[src/rtl/functions_stream_if.sv]
// Sample stream into the measurement engine.
// Handshake: a sample transfers on a rising clk edge where sample_valid && sample_ready are both high.
// sample_ready does not depend on sample_valid. A valid sample presented while ready is low is dropped.
interface functions_stream_if #(
  parameter int DATA_W = 12
) ();
  logic [DATA_W-1:0] sample;
  logic              sample_valid;
  logic              sample_ready;

  modport master (output sample, output sample_valid, input sample_ready);
  modport slave  (input sample, input sample_valid, output sample_ready);
endinterface

[src/rtl/functions_stream.sv]
// Streaming frame measurement engine: min/max/p-p/mean/mean-abs of (sample - GND) per frame.
// Readout refreshes on a free-running timer tick and can be frozen with hold.
module functions_stream #(
  parameter int DATA_W        = 12,
  parameter int SAMPLES       = 512,
  parameter int GND           = 2048,
  parameter int UPDATE_CYCLES = 100_000_000
) (
  input  logic                     clk,
  input  logic                     rst,
  functions_stream_if.slave        s_if,
  input  logic                     hold,
  output logic                     frame_done,
  output logic                     overrun,
  output logic signed [DATA_W:0]   vmin,
  output logic signed [DATA_W:0]   vmax,
  output logic        [DATA_W:0]   vpp,
  output logic signed [DATA_W:0]   vmean,
  output logic        [DATA_W:0]   vabs,
  output logic                     state_dbg
);
  localparam int LOG = $clog2(SAMPLES);
  localparam int SW  = DATA_W + 1 + LOG;
  localparam int AW  = DATA_W + LOG;
  localparam int TW  = (UPDATE_CYCLES > 1) ? $clog2(UPDATE_CYCLES) : 1;
  localparam logic [DATA_W:0] GND_C   = (DATA_W+1)'(GND);
  localparam logic [TW-1:0]   TICK_AT = TW'(UPDATE_CYCLES - 1);
  localparam logic [LOG-1:0]  LAST    = LOG'(SAMPLES - 1);

  typedef enum logic {ACCUM = 1'b0, CLOSE = 1'b1} state_t;

  state_t                  state;
  logic                    ready_q;
  logic [LOG-1:0]          count;
  logic signed [DATA_W:0]  min_q, max_q;
  logic signed [SW-1:0]    sum_d;
  logic [AW-1:0]           sum_abs;
  logic signed [DATA_W:0]  fmin, fmax, fmean;
  logic [DATA_W:0]         fpp, fabs;
  logic [TW-1:0]           timer;
  logic                    pending;

  logic signed [DATA_W:0]  d;
  logic [DATA_W:0]         d_neg;
  logic [DATA_W-1:0]       d_abs;
  logic signed [SW-1:0]    d_ext;
  logic [AW-1:0]           abs_ext;
  logic signed [SW-1:0]    mean_full;
  logic [AW-1:0]           abs_full;
  logic [DATA_W:0]         pp;
  logic                    accept;
  logic                    tick;

  // Offset to signed volts-relative code; |d| fits DATA_W bits even for d = -GND.
  assign d         = $signed({1'b0, s_if.sample} - GND_C);
  assign d_neg     = -d;
  assign d_abs     = d[DATA_W] ? d_neg[DATA_W-1:0] : d[DATA_W-1:0];
  assign d_ext     = $signed({{LOG{d[DATA_W]}}, d});
  assign abs_ext   = {{LOG{1'b0}}, d_abs};
  assign mean_full = sum_d >>> LOG;
  assign abs_full  = sum_abs >> LOG;
  assign pp        = $unsigned(max_q - min_q);
  assign accept    = s_if.sample_valid && ready_q;
  assign tick      = (timer == TICK_AT);

  assign s_if.sample_ready = ready_q;
  assign state_dbg         = state;

  always_ff @(posedge clk) begin
    if (rst) begin
      state      <= ACCUM;
      ready_q    <= 1'b1;
      count      <= '0;
      min_q      <= '0;
      max_q      <= '0;
      sum_d      <= '0;
      sum_abs    <= '0;
      fmin       <= '0;
      fmax       <= '0;
      fpp        <= '0;
      fmean      <= '0;
      fabs       <= '0;
      timer      <= '0;
      pending    <= 1'b0;
      frame_done <= 1'b0;
      overrun    <= 1'b0;
      vmin       <= '0;
      vmax       <= '0;
      vpp        <= '0;
      vmean      <= '0;
      vabs       <= '0;
    end else begin
      timer      <= tick ? '0 : timer + 1'b1;
      frame_done <= 1'b0;
      if (s_if.sample_valid && !ready_q) overrun <= 1'b1;

      case (state)
        ACCUM: begin
          if (accept) begin
            if (count == '0) begin
              min_q   <= d;
              max_q   <= d;
              sum_d   <= d_ext;
              sum_abs <= abs_ext;
            end else begin
              if (d < min_q) min_q <= d;
              if (d > max_q) max_q <= d;
              sum_d   <= sum_d + d_ext;
              sum_abs <= sum_abs + abs_ext;
            end
            count <= count + 1'b1;
            if (count == LAST) begin
              state   <= CLOSE;
              ready_q <= 1'b0;
            end
          end
        end
        CLOSE: begin
          fmin       <= min_q;
          fmax       <= max_q;
          fpp        <= pp;
          fmean      <= mean_full[DATA_W:0];
          fabs       <= {1'b0, abs_full[DATA_W-1:0]};
          frame_done <= 1'b1;
          count      <= '0;
          min_q      <= '0;
          max_q      <= '0;
          sum_d      <= '0;
          sum_abs    <= '0;
          state      <= ACCUM;
          ready_q    <= 1'b1;
        end
        default: begin
          state   <= ACCUM;
          ready_q <= 1'b1;
        end
      endcase

      // A frame closing on a tick edge is shown at the following tick.
      if (tick && pending && !hold) begin
        vmin  <= fmin;
        vmax  <= fmax;
        vpp   <= fpp;
        vmean <= fmean;
        vabs  <= fabs;
      end
      if (state == CLOSE) pending <= 1'b1;
      else if (tick && !hold) pending <= 1'b0;
    end
  end
endmodule

[src/flat_wrapper.sv]
// flat-port wrapper written by rule: the top's interface ports become plain ports
module functions_stream_flat 
#(
  parameter int DATA_W        = 12,
  parameter int SAMPLES       = 512,
  parameter int GND           = 2048,
  parameter int UPDATE_CYCLES = 100_000_000
)
  (clk, rst, hold, frame_done, overrun, vmin, vmax, vpp, vmean, vabs, state_dbg, s_if_sample, s_if_sample_valid, s_if_sample_ready);
  functions_stream_if #(.DATA_W(DATA_W)) s_if_i ();
  input  logic clk;
  input  logic rst;
  input  logic hold;
  output logic frame_done;
  output logic overrun;
  output logic signed [DATA_W:0] vmin;
  output logic signed [DATA_W:0] vmax;
  output logic        [DATA_W:0] vpp;
  output logic signed [DATA_W:0] vmean;
  output logic        [DATA_W:0] vabs;
  output logic state_dbg;
  input wire logic [$bits(s_if_i.sample)-1:0] s_if_sample;
  input wire logic [$bits(s_if_i.sample_valid)-1:0] s_if_sample_valid;
  output wire logic [$bits(s_if_i.sample_ready)-1:0] s_if_sample_ready;
  assign s_if_i.sample = s_if_sample;
  assign s_if_i.sample_valid = s_if_sample_valid;
  assign s_if_sample_ready = s_if_i.sample_ready;
  functions_stream #(.DATA_W(DATA_W), .SAMPLES(SAMPLES), .GND(GND), .UPDATE_CYCLES(UPDATE_CYCLES)) u_core (.clk(clk), .rst(rst), .s_if(s_if_i), .hold(hold), .frame_done(frame_done), .overrun(overrun), .vmin(vmin), .vmax(vmax), .vpp(vpp), .vmean(vmean), .vabs(vabs), .state_dbg(state_dbg));
endmodule
[config.mk]
export PLATFORM = sky130hd
export DESIGN_NAME = functions_stream_flat
export DESIGN_NICKNAME = d
export VERILOG_FILES = /design/src/rtl/functions_stream_if.sv /design/src/rtl/functions_stream.sv /design/src/flat_wrapper.sv
export SDC_FILE = /design/constraint.sdc
export NUM_CORES = 1
export LEC_CHECK = 0
export CORE_MARGIN = 3
export CORE_UTILIZATION = 35
export CTS_BUF_LIST = sky130_fd_sc_hd__clkbuf_4
export DETAILED_ROUTE_END_ITERATION = 7
export SYNTH_ARGS = -nofsm -noshare
export SYNTH_HDL_FRONTEND = slang
export SYNTH_SLANG_ARGS = --single-unit
[constraint.sdc]
create_clock -name clk -period 4.1 [get_ports clk]
set_input_delay 0.615 -clock clk [delete_from_list [all_inputs] [get_ports clk]]
set_output_delay 0.615 -clock clk [all_outputs]
set_load 0.01 [all_outputs]
Word level (Yosys, flattened, before mapping)
Cells that the tools add are included.
{"block": "totals", "output_inout_bits": 69, "ff_bits": 238}
{"block": "classes", "n_lt_le_gt_ge": 2, "addsub": 7, "n_eq_ne": 6, "n_reduce_logical": 13, "bitwise": 1, "muxes": 26}
{"operator": "$mux 13", "count": 6}
{"operator": "$pmux 13 s2", "count": 2}
{"operator": "$mux 22", "count": 2}
{"operator": "$pmux 22 s2", "count": 1}
{"operator": "$mux 21", "count": 2}
{"operator": "$pmux 21 s2", "count": 1}
{"operator": "$add 27x1->27 const B", "count": 1}
{"operator": "$eq 27x27->1 const B", "count": 1}
{"operator": "$add 22x13->22", "count": 1}
{"operator": "$add 21x12->21", "count": 1}
{"operator": "$pmux 9 s2", "count": 1}
{"operator": "$gt 13x13->1", "count": 1}
{"operator": "$lt 13x13->1", "count": 1}
{"operator": "$sub 12x12->13 const B", "count": 1}
{"operator": "$sub 13x13->13", "count": 1}
{"operator": "$mux 12", "count": 1}
{"operator": "$neg 12->12", "count": 1}
{"operator": "$add 9x1->9 const B", "count": 1}
{"operator": "$eq 9x9->1 const B", "count": 1}
{"operator": "$logic_not 9->1", "count": 1}
{"operator": "$mux 9", "count": 1}
{"operator": "$mux 1", "count": 7}
{"operator": "$ne 3x1->1 const B", "count": 2}
{"operator": "$reduce_and 2->1", "count": 3}
{"operator": "other kinds (7)", "count": 14}

Logic depth before layout (Yosys ltp)
Gate-level depths: netlist of run 1.
{"block": "logic_depth", "ltp_word": 7, "mapped_depth": 14, "mapped_depth_nobuf": 13}

Worst setup path after synthesis of run 1
No wires, ideal clock.
{"block": "synth_path", "kind": "input to register", "startpoint": "input port s_if_sample[2]", "endpoint": "register u_core.sum_abs[15]", "required_ns": 4.026, "arrival_ns": 3.121, "setup_slack_ns": 0.905, "stages": 13, "path_buffers": 1, "cell_sequence": "clkbuf_1 -> nor3_1 -> nand2b_1 -> nor4_1 -> a21oi_1 -> xor2_1 -> ha_1 -> nand3_1 -> nor2_1 -> a221o_1 -> a31oi_2 -> or4_1 -> a31oi_1"}
{"block": "synth_via", "elab_chain_cells": 7}
{"element": "from (decl)", "line": "flat_wrapper.sv:22", "rtl": "input wire logic [$bits(s_if_i.sample)-1:0] s_if_sample;"}
{"element": "$sub 12x12->13 (*)", "line": "functions_stream.sv:55", "rtl": "assign d = $signed({1'b0, s_if.sample} - GND_C);"}
{"element": "$neg 12->12", "line": "functions_stream.sv:56", "rtl": "assign d_neg = -d;"}
{"element": "$mux 12 (*)", "line": "functions_stream.sv:57", "rtl": "assign d_abs = d[DATA_W] ? d_neg[DATA_W-1:0] : d[DATA_W-1:0];"}
{"element": "$add 21x12->21 (*)", "line": "functions_stream.sv:109", "rtl": "sum_abs <= sum_abs + abs_ext;"}
{"element": "$mux 21 (*)", "line": "functions_stream.sv:100", "rtl": "if (count == '0) begin"}
{"element": "$mux 21 (*)", "line": "functions_stream.sv:99", "rtl": "if (accept) begin"}
{"element": "$pmux 21 s2 (*)", "line": "functions_stream.sv:97", "rtl": "case (state)"}
{"element": "to (signal assigned)", "line": "functions_stream.sv:104", "rtl": "sum_abs <= abs_ext;"}
{"element": "to (signal assigned)", "line": "functions_stream.sv:109"}
{"element": "to (decl)", "line": "functions_stream.sv:37", "rtl": "logic [AW-1:0] sum_abs;"}
Every way passes the cells marked *; elsewhere a longest branch is shown, timed or not. The select of a mux whose other input is x is not followed.
A chain may end at the register's enable or synchronous reset.

Worst setup path after layout of run 1
{"block": "layout_path", "startpoint": "input port s_if_sample[4]", "endpoint": "register u_core.sum_abs[15]"}
The elaborated chain is that of the path after synthesis.

==> results.md, run 1 <==
- Status: completed
- EDFF count, synth: 0
- CP Launch Type: primary input
- Largest family of logic cells by synthesized area: simple AND/OR/NAND/NOR gates
- DR pass1 iterations: 7
- DR vias: 10.0k
- Synthesized Nets: 1471
- Initial antenna violation count: 1
- CORE AREA: 0.0320 mm2
- Final WL: 29800 um
- Logic pwr share: 17.5%
- Vias in the first global route: slightly below 10k
- Worst EP arrival: 3.99 ns
- CTS tree: yes
- Port bufs: 83
- TritonCTS Buffers: 67
- H-Tree Depth: 3
- Io pins: 85
- YS warnings: 0
- Flop pwr share: between 40% and 50%
- Max-slew violation count: 0
- Worst setup path category: in2reg
- CTS Sinks: 232
- Critical path, cell by cell: clkdlybuf4s50_1, nor3_1, nand2b_1, nor4_1, a21oi_1, xor2_1, ha_1, nand3_1, nor2_1, a221o_1, a31oi_2, or4_1, a31oi_1
- Avg Inst Size Synth: 8.39 um2
- Global-route wire length before repair: 48800 um
- Final hold vios: 0
- Netlist cell types: 65
- Die width: 188 um
- Switching Share: approximately 29%
- Post-DP HPWL: 21400 um
- GRT overflow: 0
- Area delta synth->final: 18.8%
- Number of DRC markers in iteration 0: approximately 550
- Num rows: between 60 and 70
- Mux cell area share after synthesis: 5.74%
- Clock buffer depth: 3
- DR DRC count: 0
- Synth Area in Compound Gates: 16.0%
- Setup Buffers After CTS: 0
- Worst Tran Pin Value: 0.745 ns
- # fillers: around 3.3k
- Die Y: 188 um
- Synth Cell Area: 0.0115 mm2
- Synth Area in Adders: 8.76%
- Via density: 5.08
- Final net count: 1586
- Simple-gate share of the synthesized area: 19.5%
- Fmax: between 200 and 300 MHz
- Critical Path End Type: flip-flop
- Static Leak: 0.00523 uW
- CP max FO: 6
- Clk slew on worst S/H paths: 0.06 ns
- FF+latch count, synth: 232
- Layout Skew: ~0.056 ns
- Root buffer cell: clkbuf_4
- Synth Area in XOR/XNOR: between 5 and 6%
- Clk_lat worst skew: 0.67 ns
- Starting Density: 36.0%
- Final setup viols: 0
- Share of cells above drive strength 1: 9.78%
- Tot GR Track Use: 16.7%
- VDD IR-drop max: 0.186 mV
- WL/cell: ~15 um
- Fin Setup TNS: 0 ns
- Rel. slew slack: 50.2%
- Post-synth ARST share: 0%
- Clk pwr share: between 30% and 40%
- Slowest stage cell on the critical path: or4_1
- Main synth FF type: dfxtp_1
- Post-Synthesis Cells: 1376
- Routability cong.: 0.863
- RSZ-0062 raised after global routing: no
- Total of max-cap violations: 0
- Worst hold slack: 0.375 ns
- Worst min path class: in2reg
- NetSw: 1610 uW
- Post-synthesis sequential area ratio: 40.2%
- Final worst slack: 0.698 ns
- Antenna-violating nets left: 0
- Post-layout min period: 3.40 ns
- Power Density: 403 mW/mm2
- Final Util: 42.8%
- Die area: 0.0352 mm2
- Slowest stage delay, CP: 0.49 ns
- Post-CTS sizing: 0
- Part of the cycle the worst path needs: approximately 83%
- WP data required: 4.69 ns
- P_int: 3920 uW
- Post-Place Setup Slack: 0.0650 ns
- Hold Buf Count CTS: 0
- Largest net degree at the start of global routing: 63
power by group through the flow:
stage | logic [uW] | clock network (uW) | registers (uW)
3_3_place_gp | 942 | 0 | 2430
6_report | 970 | 2170 | 2390
5_1_grt | 1080 | 2390 | 2390
3_5_place_dp | 957 | 0 | 2440
4_1_cts | 962 | 2270 | 2390
2_1_floorplan | 713 | 0 | 2410
state kept, by name, summed over array words and instances, names as in the netlist:
signal,count
u_core.state_dbg,1
u_core.vmin,12
u_core.pending,1
u_core.timer,27
u_core.vpp,13
u_core.vmax,12
u_core.fabs,12
u_core.sum_d,22
u_core.fmean,13
u_core.fmax,12
u_core.overrun,1
u_core.frame_done,1
u_core.min_q,12
u_core.sum_abs,21
u_core.max_q,12
u_core.count,9
u_core.s_if.sample_ready,1
u_core.fmin,12
u_core.fpp,13
u_core.vabs,12
u_core.vmean,13
critical path: cells and delay by family:
kind | cells | cell delay (ns)
buf+inv | 1 | 0.44
simple gates | 6 | 1.62
fa+ha+maj | 1 | 0.39
xor+xnor | 1 | 0.19
compound gates | 4 | 0.74
worst paths after layout:
kind	start	end	slack [ns]	cells after the start
max	s_if_sample[4]	u_core.sum_abs[15]	0.70	13
min	rst	u_core.fmean[2]	0.37	2
max reg2reg	u_core.max_q[0]	u_core.fpp[12]	1.20	10
min reg2reg	u_core.fmax[6]	u_core.vmax[6]	0.44	2
cell families after synthesis:
| group | count (synthesis) |
|---|---|
| XOR/XNOR | 70 |
| buffers and inverters | 115 |
| adder cells (fa/ha/maj) | 79 |
| AO/OA/AOI/OAI | 298 |
| multiplexers | 66 |
| flip-flops | 232 |
| other | 1 |
| AND/OR/NAND/NOR | 515 |
metrics by stage:
stage          instances  cell area, um2  power (uW)
4_1_cts             1968           13700        5620
3_3_place_gp        1857           12900        3380
3_5_place_dp        1857           12900        3390
5_1_grt             1970           13700        5860
6_report            1970           13700        5530
2_1_floorplan       1376           11500        3120
final cells by class:
class	instances	area (um2)	area share, %
clock buffers	98	736	5.37
clock inverters	13	105	0.767
well taps	435	544	3.97
multi-input cells	1029	6400	46.7
inverters	45	169	1.23
flip-flops and latches	232	4650	33.9
diodes	2	5.00	0.0365
repair buffers	116	1100	8.03
per-layer routing:
layer  vias to the layer above  global-route usage (%)  routed length (um)
met3                        47                    3.74                1550
met1                      4664                    23.1               14800
li1                       5065                       -                   -
met5                         -                       0                   0
met2                       227                    25.8               12900
met4                         0                    5.08                 508
cell usage after synthesis (5+ instances only):
library cell	n	area share (%)
nor3_1	19	0.82
buf_4	5	0.33
a31oi_1	9	0.49
nor2b_1	10	0.54
nor2_1	160	5.2
o21ai_0	50	2.2
a311oi_1	8	0.61
o31ai_1	13	0.85
a211oi_1	14	0.91
nor4_1	5	0.27
dfxtp_1	232	40
xnor2_1	27	2.0
a221o_1	6	0.52
buf_1	7	0.23
ha_1	76	8.2
a22oi_1	7	0.46
o211ai_1	13	0.85
and3_1	15	0.81
and2_1	5	0.27
buf_6	6	0.59
clkbuf_1	48	1.6
nand3_1	37	1.6
o21a_1	7	0.46
inv_1	45	1.5
o22ai_1	6	0.33
a21o_1	10	0.65
a21oi_1	128	5.6
or4_1	5	0.33
mux2i_1	65	5.6
or3_1	6	0.33
nand2b_1	9	0.49
xor2_1	43	3.3
nand2_1	213	6.9
nand4_1	12	0.65
layout by cell type (no fill, tap or decap), types with 6 or more instances in the layout:
cell type / instances
dfxtp_1: 231
nand2_1: 213
nor2_1: 160
a21oi_1: 128
clkbuf_4: 98
clkdlybuf4s50_1: 82
ha_1: 76
mux2i_1: 65
o21ai_0: 50
inv_1: 45
xor2_1: 43
nand3_1: 37
buf_4: 32
xnor2_1: 27
nor3_1: 19
and3_1: 15
a211oi_1: 14
o211ai_1: 13
o31ai_1: 13
nand4_1: 12
nor2b_1: 10
a21o_1: 10
nand2b_1: 9
a31oi_1: 9
clkinv_1: 9
a311oi_1: 8
o21a_1: 7
a22oi_1: 7
or3_1: 6
a221o_1: 6
o22ai_1: 6
No activity file was read; power rests on OpenSTA's default activity.
==> inputs of run 2 (changes only) <==
==> constraint.sdc (replaced) <==
create_clock -name clk -period 2.9 [get_ports clk]
set_input_delay 0.435 -clock clk [delete_from_list [all_inputs] [get_ports clk]]
set_output_delay 0.435 -clock clk [all_outputs]
set_load 0.01 [all_outputs]
==> run 2 against run 1 <==
Non-clock buffer count up 91. Die area is the same. Global-route usage increased by 0.42 points. Combinational power rose by 67%. Final cell count grew 4.7%. Total power is 47% higher. Via count is 2.8% higher. Hold slack worse by 0.26 ns. Critical endpoint unchanged.
==> results.md, run 2 (synthesis gave the netlist of run 1 again) <==
- H-Tree Depth: 3
- Share of cells above drive strength 1: 16.0%
- DP Area: approximately 0.014 mm2
- Multi-input gate area: 0.00648 mm2
- Register Area: ~0.0046 mm2
- Worst setup path category: in2reg
- Most flops, register: u_core.timer
- Largest net degree at the start of global routing: 84
- Slowest stage delay, CP: between 0.4 and 0.5 ns
- Largest register FFs: 27
- DR pass1 iterations: 5
- Final net count: 1677
- Most frequent cells in the layout: dfxtp_1, nand2_1, nor2_1
- DR DRC count: 0
- Post-DP HPWL: 22000 um
- VDD IR-drop max: between 0.15 and 0.2 mV
- Vias in the first global route: 10.1k
- Total of max-cap violations: 0
- Final hold vios: 0
- Worst hold slack: 0.118 ns
- Clock buffer depth: 3
- Worst min path class: in2reg
- Rel. slew slack: 43.6%
- Final instance area: 0.0145 mm2
- Post-layout min period: 2.81 ns
- Layout Skew: 0.0646 ns
- Status: completed
- CP max FO: 6
- Fin Setup TNS: 0 ns
- Via density: 4.98
- Static Leak: 0.00574 uW
- Switching Share: between 20% and 30%
- Power Density: 560 mW/mm2
- GRT overflow: 0
- WP data required: around 3.5 ns
- # fillers: 3214
- CP Launch Type: primary input
- Max-slew violation count: 0
- Worst Tran Pin Value: around 0.85 ns
- P_int: 5790 uW
- Clk slew on worst S/H paths: 0.06 ns
- Critical path, cell by cell: clkdlybuf4s50_1, inv_1, ha_2, inv_1, nor3_2, buf_4, a21oi_2, xor2_2, buf_4, ha_4, nand2_2, o21ai_2, a221o_1, a31oi_4, or4_1, a31oi_1
- WL/cell: between 10 and 15 um
- Initial antenna violation count: 1
- CTS tree: yes
- Area delta synth->final: 25.7%
- Num rows: 65
- NetSw: 2340 uW
- Worst EP arrival: 3.40 ns
- Final WL: 30400 um
- Root buffer cell: clkbuf_4
- Die Y: between 150 and 200 um
- Die area: between 0.03 and 0.04 mm2
- Die width: ~190 um
- Port bufs: 83
- Routability cong.: 0.916
- Clk pwr share: 38.5%
- Slowest stage cell on the critical path: or4_1
- Clk_lat worst skew: 0.68 ns
- Starting Density: a little over a third
- Final setup viols: 0
- Critical Path End Type: flip-flop
- CTS Sinks: 232
- Flop pwr share: roughly two fifths
- TritonCTS Buffers: 67
- Io pins: 85
- Biggest regs: u_core.timer (27), u_core.sum_d (22), u_core.sum_abs (21)
- Number of DRC markers in iteration 0: 623
- Global-route wire length before repair: 50300 um
- DR vias: 10.3k
- Antenna-violating nets left: 0
- Part of the cycle the worst path needs: around 97%
- CORE AREA: ~0.032 mm2
- Tot GR Track Use: 17.1%
- Commonest non-fill, non-tap cell in the layout: dfxtp_1
- Fmax: 356 MHz
- Logic pwr share: 20.0%
-- run 2: cell count changes in the layout (fill, tap and decap cells not counted), moves of 2 or more --
cell	delta
buf_4	+91
a21oi_1	-5
a21oi_2	+5
clkdlybuf4s50_1	-4
dlymetal6s2s_1	+4
clkbuf_4	+3
ha_1	-2
nor3_1	-2
nor3_2	+2
o21ai_0	-2
-- run 2: critical path, delay by kind of cell --
family / cells / cell delay [ns]
buffers and inverters: 5 / 0.88
AO/OA/AOI/OAI: 5 / 0.73
AND/OR/NAND/NOR: 3 / 0.68
adder cells (fa/ha/maj): 2 / 0.48
XOR/XNOR: 1 / 0.19
-- run 2: what timing repair did --
action	CTS	global route
hold buffers	0	0
endpoints found under the setup margin	0	13
hold endpoints to repair	0	0
gates resized for setup	0	21
buffers inserted	0	1
-- run 2: metrics by stage --
stage / total power, uW / instances / utilization (%) / setup slack (ns)
6_report: 8130 / 2063 / 45.3 / 0.0917
5_1_grt: 8630 / 2063 / 45.3 / -0.0378
4_1_cts: 8210 / 2061 / 45.0 / 0.0683
3_5_place_dp: 5020 / 1947 / 42.3 / -0.638
3_3_place_gp: 4990 / 1947 / 42.3 / -0.577
2_1_floorplan: 4410 / 1376 / - / 0.0121
-- run 2: path summary, 6_finish.rpt --
kind	start	to	slack [ns]	cells after the start
hold / removal	rst	u_core.fpp[12]	0.12	3
setup reg to reg	u_core.max_q[0]	u_core.fpp[12]	0.26	10
setup / recovery	s_if_sample[1]	u_core.sum_abs[15]	0.09	16
hold reg to reg	u_core.fpp[11]	u_core.vpp[11]	0.44	2
-- run 2: cell type report --
| class | instances | area share (%) |
|---|---|---|
| timing repair buffer | 207 | 12.4 |
| antenna | 1 | 0.0173 |
| multi-input combinational | 1029 | 44.7 |
| inverter | 45 | 1.16 |
| clock inverter | 13 | 0.742 |
| clock buffer | 101 | 5.23 |
| sequential | 232 | 32.1 |
| tap | 435 | 3.75 |
-- run 2: metal layers --
layer | part of all wire, % | track usage (%) | routed length (um)
met1 | 50 | 24.0 | 15200
met2 | 43 | 26.0 | 13200
met3 | 4.9 | 3.68 | 1500
met4 | 1.8 | 5.60 | 561
met5 | 0 | 0 | 0
-- run 2: power by group through the flow --
stage	logic [uW]	clock network, uW	registers [uW]
after floorplan	1010	0	3410
after global placement	1550	0	3440
after detailed placement	1580	0	3440
after CTS	1590	3250	3370
after global routing	1820	3440	3380
final	1620	3130	3370
==> inputs of run 3 (changes only) <==
--- a/config.mk
+++ b/config.mk
@@ -6,9 +6,10 @@
 export NUM_CORES = 1
 export LEC_CHECK = 0
 export CORE_MARGIN = 3
-export CORE_UTILIZATION = 35
+export CORE_UTILIZATION = 49
 export CTS_BUF_LIST = sky130_fd_sc_hd__clkbuf_4
 export DETAILED_ROUTE_END_ITERATION = 7
+export PLACE_DENSITY = 0.71
 export SYNTH_ARGS = -nofsm -noshare
 export SYNTH_HDL_FRONTEND = slang
 export SYNTH_SLANG_ARGS = --single-unit
==> run 3 against run 2 <==
Sequential power about the same. Final cell count down 6.7%. Utilization increased by 17 points. Count of clock-buffer cells in the layout is 8 lower. Register-to-register slack barely moved. Non-clock buffer count shrank 3. Maximum frequency down 1.1%. Clock power shrank 9.3%. First-iteration DRC count shrank 3.0%. Worst setup slack worse by 0.030 ns. Cell area fell by 1.9%. Critical path type unchanged. Largest power group unchanged.
==> results.md, run 3 (synthesis gave the netlist of run 1 again) <==
- Status: completed
- Final hold vios: 0
- WP data required: 3.40 ns
- Most flops, register: u_core.timer
- Die area: 0.0254 mm2
- CP max FO: 3
- Total of max-cap violations: 0
- # fillers: 2034
- Vias in the first global route: 10.0k
- Antenna-violating nets left: 0
- Critical Path End Type: flip-flop
- Via density: 5.36
- DR DRC count: 0
- Final worst slack: 0.0616 ns
- Global-route wire length before repair: 48100 um
- Layout Cells excl Fill: roughly 1.9k
- Clk_lat worst skew: 0.65 ns
- Port bufs: 83
- Worst setup path category: in2reg
- Die width: between 150 and 200 um
- Area delta synth->final: 23.3%
- Max-slew violation count: 0
- Biggest regs: u_core.timer (27), u_core.sum_d (22), u_core.sum_abs (21)
- Die Y: 159 um
- Worst Tran Pin Value: about 1.2 ns
- Io pins: 85
- Starting Density: 50.4%
- Rel. slew slack: 22.6%
- TritonCTS Buffers: 66
- WL/cell: roughly 15 um
- Power Density: 551 mW/mm2
- CTS Sinks: 232
- Most frequent cells in the layout: dfxtp_1, nand2_1, nor2_1
- Part of the cycle the worst path needs: a little under 100%
- Dpl cells: 1821
- CP Launch Type: primary input
- Largest net degree at the start of global routing: 67
- Post-Place Setup Slack: -0.611 ns
- Worst EP arrival: approximately 3.3 ns
- Clock buffer depth: 3
- Num rows: 55
- Routability cong.: roughly 0.88
- Post-DP HPWL: between 20000 and 25000 um
- Fmax: between 300 and 400 MHz
- Final WL: 28900 um
- VDD IR-drop max: 0.294 mV
- Register Area: 0.00465 mm2
- Final net count: 1673
- Post-layout min period: between 2 and 3 ns
- Layout Skew: 0.0536 ns
- Commonest non-fill, non-tap cell in the layout: dfxtp_1
- Final setup viols: 0
- Root buffer cell: clkbuf_4
- H-Tree Depth: 3
- Initial antenna violation count: 1
- DR pass1 iterations: 5
- Static Leak: around 0.0057 uW
- Tot GR Track Use: around 22%
- Clk slew on worst S/H paths: 0.06 ns
- Largest register FFs: 27
- Worst min path class: in2reg
- Multi-input gate area: 0.00647 mm2
- Number of DRC markers in iteration 0: 604
- Register-to-register setup slack: 0.25 ns
- CORE AREA: 0.0229 mm2
- Share of cells above drive strength 1: roughly 15%
- DR vias: 10.3k
- CTS tree: yes
- GRT overflow: 0
## run 3: area by class of cell
cell class,count,area share (%)
antenna,1,0.0176
clock inverter,8,0.431
clock buffer,93,4.91
tap,313,2.75
timing repair buffer,204,12.6
sequential,232,32.7
multi-input combinational,1029,45.5
inverter,45,1.19
## run 3: power by group
part	switching, uW	leakage [uW]	total (uW)	internal, uW
registers	91.9	0.00188	3370	3280
logic	882	0.00333	1620	740
clock network	1300	0.000464	2840	1540
total	2270	0.00568	7840	5560
## run 3: per-stage QoR
step                      total power, uW  TNS (ns)  utilization [%]  hold slack (ns)  cell area, um2
final                                7840         0             62.1           0.0983           14200
after global routing                 8290   -0.0108             62.1           0.0594           14200
after CTS                            7880         0             61.7           0.0446           14100
after detailed placement             5010    -12.33             58.4            0.442           13400
after global placement               4970    -10.60             58.4            0.432           13400
after floorplan                      4410         0                -            0.418           11600
## run 3: per-layer routing
metal / vias to the layer above / track usage (%) / share of wire (%)
li1: 5221 / - / -
met2: 257 / 34.9 / 45
met1: 4774 / 30.0 / 47
met5: - / 0 / 0
met3: 67 / 4.58 / 5.4
met4: 0 / 9.03 / 2.7
## run 3: timing repair
item                                    CTS  global route
endpoints found under the setup margin    0            12
hold buffers                              0             0
resized for setup                         0            23
buffers inserted                          0             2
## run 3: worst paths after layout
kind,start,endpoint,depth (start not counted)
min,rst,u_core.overrun,2
min reg2reg,u_core.vabs[0],u_core.vabs[0],2
max reg2reg,u_core.max_q[0],u_core.fpp[12],10
max,s_if_sample[0],u_core.sum_abs[13],15
## run 3: worst max-delay path, stage by stage
cell	delay (ns)
clkdlybuf4s50_1	0.42
inv_1	0.09
ha_1	0.21
inv_1	0.08
nor3_2	0.20
a21oi_2	0.12
xor2_2	0.20
ha_1	0.34
a21oi_1	0.17
o21ai_2	0.08
a221o_1	0.42
buf_4	0.18
o211a_1	0.20
a21oi_1	0.12
o41ai_1	0.07
